## src/rtl/lut_mult_pipe.sv

```systemverilog
// Streaming X*A multiplier. The coefficient A is loaded at run time into a table of A*k values, one entry per cycle.
// X digits index that table in stage 1; stage 2 adds the shifted partial products. A stall holds both stages.
module lut_mult_pipe #(
  parameter int BIT_WIDTH = 8,
  parameter int A_WIDTH   = 8,
  parameter int DIGIT_W   = 4
) (
  input  logic                         clk,
  input  logic                         rst,
  input  logic                         coef_load,
  input  logic [A_WIDTH-1:0]           coef_in,
  output logic                         load_ready,
  input  logic                         in_valid,
  output logic                         in_ready,
  input  logic [BIT_WIDTH-1:0]         X,
  output logic                         out_valid,
  input  logic                         out_ready,
  output logic [BIT_WIDTH+A_WIDTH-1:0] C
);
  localparam int NDIG  = BIT_WIDTH / DIGIT_W;
  localparam int DEPTH = 1 << DIGIT_W;
  localparam int TW    = A_WIDTH + DIGIT_W;
  localparam int CW    = BIT_WIDTH + A_WIDTH;

  typedef enum logic [1:0] {S_IDLE, S_BUILD, S_READY} state_t;

  state_t             r_state;
  state_t             w_state_nxt;
  logic [A_WIDTH-1:0] r_a;
  logic [DIGIT_W-1:0] r_k;
  logic [TW-1:0]      r_table [DEPTH];
  logic               r_s1_vld;
  logic [TW-1:0]      r_pp [NDIG];
  logic               r_out_vld;
  logic [CW-1:0]      r_c;
  logic               w_stall;
  logic               w_load_acc;
  logic               w_in_acc;
  logic [TW-1:0]      w_pp [NDIG];
  logic [CW-1:0]      w_sum;

  assign w_stall    = r_out_vld && !out_ready;
  // A new coefficient is only taken once nothing computed with the old one is still in flight.
  assign load_ready = (r_state != S_BUILD) && !r_s1_vld && !r_out_vld;
  assign w_load_acc = coef_load && load_ready;
  assign in_ready   = (r_state == S_READY) && !coef_load && !w_stall;
  assign w_in_acc   = in_valid && in_ready;
  assign out_valid  = r_out_vld;
  assign C          = r_c;

  always_comb begin
    w_state_nxt = r_state;
    case (r_state)
      S_IDLE:  if (w_load_acc) w_state_nxt = S_BUILD;
      S_BUILD: if (r_k == {DIGIT_W{1'b1}}) w_state_nxt = S_READY;
      S_READY: if (w_load_acc) w_state_nxt = S_BUILD;
      default: w_state_nxt = S_IDLE;
    endcase
  end

  always_ff @(posedge clk) begin
    if (rst) r_state <= S_IDLE;
    else     r_state <= w_state_nxt;
  end

  // Each entry is the previous one plus A, so the table fills in DEPTH-1 cycles with only an adder.
  always_ff @(posedge clk) begin
    if (rst) begin
      r_a <= '0;
      r_k <= '0;
      for (int i = 0; i < DEPTH; i++) r_table[i] <= '0;
    end else if (w_load_acc) begin
      r_a        <= coef_in;
      r_table[0] <= '0;
      r_k        <= DIGIT_W'(1);
    end else if (r_state == S_BUILD) begin
      r_table[r_k] <= r_table[r_k - 1'b1] + TW'(r_a);
      r_k          <= r_k + 1'b1;
    end
  end

  always_comb begin
    w_sum = '0;
    for (int i = 0; i < NDIG; i++) begin
      w_pp[i] = r_table[X[i*DIGIT_W +: DIGIT_W]];
      w_sum   = w_sum + (CW'(r_pp[i]) << (i * DIGIT_W));
    end
  end

  always_ff @(posedge clk) begin
    if (rst) begin
      r_s1_vld  <= 1'b0;
      r_out_vld <= 1'b0;
      r_c       <= '0;
      for (int i = 0; i < NDIG; i++) r_pp[i] <= '0;
    end else if (!w_stall) begin
      r_s1_vld  <= w_in_acc;
      r_out_vld <= r_s1_vld;
      if (w_in_acc) begin
        for (int i = 0; i < NDIG; i++) r_pp[i] <= w_pp[i];
      end
      if (r_s1_vld) r_c <= w_sum;
    end
  end
endmodule

```

## config.mk

```make
export PLATFORM = sky130hd
export DESIGN_NAME = lut_mult_pipe
export DESIGN_NICKNAME = d
export VERILOG_FILES = /design/src/rtl/lut_mult_pipe.sv
export SDC_FILE = /design/constraint.sdc
export NUM_CORES = 1
export LEC_CHECK = 0
export CORE_MARGIN = 2
export CORE_UTILIZATION = 35
export CTS_BUF_LIST = sky130_fd_sc_hd__clkbuf_8 sky130_fd_sc_hd__clkbuf_16
export DETAILED_ROUTE_END_ITERATION = 10
export GPL_ROUTABILITY_DRIVEN = 0
export SLEW_MARGIN = 20
export SYNTH_ARGS = -nofsm -noshare
export SYNTH_HDL_FRONTEND = slang
export SYNTH_SLANG_ARGS = --single-unit
```

## constraint.sdc

```tcl
create_clock -name clk -period 11.45 [get_ports clk]
set_input_delay 2.29 -clock clk [delete_from_list [all_inputs] [get_ports clk]]
set_output_delay 2.29 -clock clk [all_outputs]
set_load 0.02 [all_outputs]
```

==> results.md <==
- Run status: completed
- FMAX: 167 MHz
- DR iter-0 viols: 903
- Core ar.: 39,900 µm²
- PwrDens: 150 nW/µm²
- Tcrit/Tclk final: 52.3%
- Cells along the critical path: clkdlybuf4s50_1, nor2b_1, nor3_1, clkdlybuf4s50_1
- N_diodes: 0
- Syn Inst Count: 1,043
- Number of global-route vias before repair: 9,135
- Synth area leaders: edfxtp_1 (46%), mux4_2 (24%), nor2_1 (5.1%)
- Worst min path class: register to register
- Count of unique library cells instantiated by Yosys: 55
- Die area: 42,200 µm²
- DP HPWL: 25.5 mm
- Register area: 7130 µm²
- Num CTS Buffers: 27
- Register area share after synthesis: 50.2%
- Clock Skew: 0.0260 ns
- Buffers added on ports: 39
- Nets: 1,084
- Most frequent cells in the layout: edfxtp_1 (216), nor2_1 (192), mux4_2 (150)
- Commonest non-fill, non-tap cell in the layout: edfxtp_1
- CP startpoint kind: input pin
- Vias: 9,205
- Worst EP required: 9.16 ns
- I/O pins: 40
- TritonRoute pass-1 iters: 5
- Starting Density: 35.6%
- Least-Margin Pin Slew: 1.08 ns
- Final Instance Count excl. Fillers: 1,587
- CP Capture Type: output pin
- Max Fanout on Critical Path: 5
- Clk pin slew, worst setup/hold paths: 0.06 ns
- Setup_tns: 0 ns
- Final wirelength: 39.5 mm
- Util after Layout: 39.8%
- CTS sink count: 248
- Syn Nets: 1,086
- Row cnt: 73
- Layout area overhead: 12.0%
- Async set-reset flop share out of synthesis: 0%
- Total GRT Usage: 19.2%
- Post-cts resize count: 0
- Die W: 205 µm
- YS warnings: 0
- Share of the synthesized area in the top cell type: 45.7%
- Synth Area per Inst: 13.6 µm²
- Pleak: 5.37 nW
- Hold_ws: 0.455 ns
- CTS tree: built
- Hold_buf cts: 0
- Routed Antenna Nets: 0
- Pin count of the biggest net entering global routing: 53
- Multi-input gate area: 6650 µm²
- Inst Count DP: 1,537
- Worst path max stage delay: 0.64 ns
- Final min period: 5.99 ns
- Yosys top cell by area: edfxtp_1
- EDFF count, synth: 216
- Worst VDD drop: 0.112 mV
- #FFs+latches synth: 248
- Synth Flop Type: edfxtp_1
- Hold Vio Cnt, Final: 0
- Synth Cell Area: 14,200 µm²
- Drt wl/cell: 24.9 µm
- Type of the worst setup path: input pin to output pin
- Number of vias per cell: 5.80
- Max-slew violations: 0
- CTS H-tree depth: 1
- Die height: 205 µm
- Remaining routing DRC violations: 0
- GRT overflow: 0
- CP max-delay cell: clkdlybuf4s50_1
- Max Cap Viol: 0
- First-pass GRT wire length: 59.6 mm
- Root Buffer: clkbuf_16
- Worst slew margin: 28.1%
- Clk buf depth: 3
- RSZ-0062 raised after global routing: no
- Post-CTS Setup Repair Bufs: 0
- Fillers: 3,658
- Final Setup Violations: 0
- Worst skew pair latency: 0.57 ns
- Fraction of layout cells with a size suffix above 1: 24.1%
- Most common cell on crit path: clkdlybuf4s50_1
- Arrival time worst endpoint: 3.70 ns
- Initial antenna violation count: 1
==> sequential cells by signal (all words and copies together), names as in the netlist <==
register and count:
C 16, out_valid 1, r_a 8, r_k 4, r_pp 24, r_s1_vld 1, r_state 2, r_table 192
==> kinds of logic after synthesis <==
kind of cell / Yosys count / share of synthesized area, %
fa+ha+maj: 22 / 2.04
xor+xnor: 21 / 1.56
simple gates: 354 / 11.2
compound gates: 112 / 5.38
buf+inv: 105 / 3.16
flops: 248 / 50.2
mux: 181 / 26.4
==> stage by stage <==
step	setup WS [ns]	total power [W]	area (µm²)
final	5.46	0.00239	15900
after global routing	5.40	0.00248	15900
after CTS	5.45	0.00240	15900
after detailed placement	5.46	0.00151	15000
after global placement	5.40	0.00151	15000
after floorplan	5.64	0.00138	14200
==> Yosys cell counts, drive strengths merged (2+ instances only) <==
master	instances
edfxtp	216
nor2	212
mux4	154
clkbuf	62
nand2	55
a211oi	53
nor2b	34
dfxtp	32
buf	30
a21oi	29
mux2i	26
nand2b	24
ha	20
inv	13
xnor2	13
o21ai	10
nor3	8
xor2	8
and2	5
nand3	5
a21o	3
o21a	3
o31ai	3
a31oi	2
fa	2
nand3b	2
nand4	2
nor3b	2
or3	2
==> path summary, 6_finish.rpt <==
kind | start | endpoint | slack [ns] | cells after the start
setup / recovery | out_ready | in_ready | 5.46 | 4
hold / removal | C[7] | C[7] | 0.45 | 2
setup reg to reg | r_k[1] | r_table[3][11] | 6.01 | 13
hold reg to reg | C[7] | C[7] | 0.45 | 2
==> layout make-up <==
| class | count | area share [%] |
|---|---|---|
| sequential | 248 | 44.8 |
| clock inverter | 23 | 1.35 |
| clock buffer | 27 | 4.25 |
| tap | 525 | 4.13 |
| inverter | 13 | 0.307 |
| multi-input combinational | 690 | 41.8 |
| timing repair buffer | 61 | 3.30 |
==> routing by layer <==
layer	global-route usage, %	share of wire (%)	vias up
li1	-	-	4004
met1	25.5	39	4679
met2	32.1	49	457
met3	4.55	9.9	63
met4	4.42	2.0	2
met5	0	0.033	-
==> report_power, final <==
part / leakage (nW) / internal (W) / switching (W)
logic: 2.42 / 0.000181 / 0.000275
clock network: 0.455 / 0.000519 / 0.000377
registers: 2.50 / 0.00102 / 0.0000250
total: 5.37 / 0.00172 / 0.000677
==> critical path: cells and delay by family <==
kind / cells / cell delay [ns]
buffers and inverters: 2 / 1.09
AND/OR/NAND/NOR: 2 / 0.31
No activity file was read; power rests on OpenSTA's default activity.
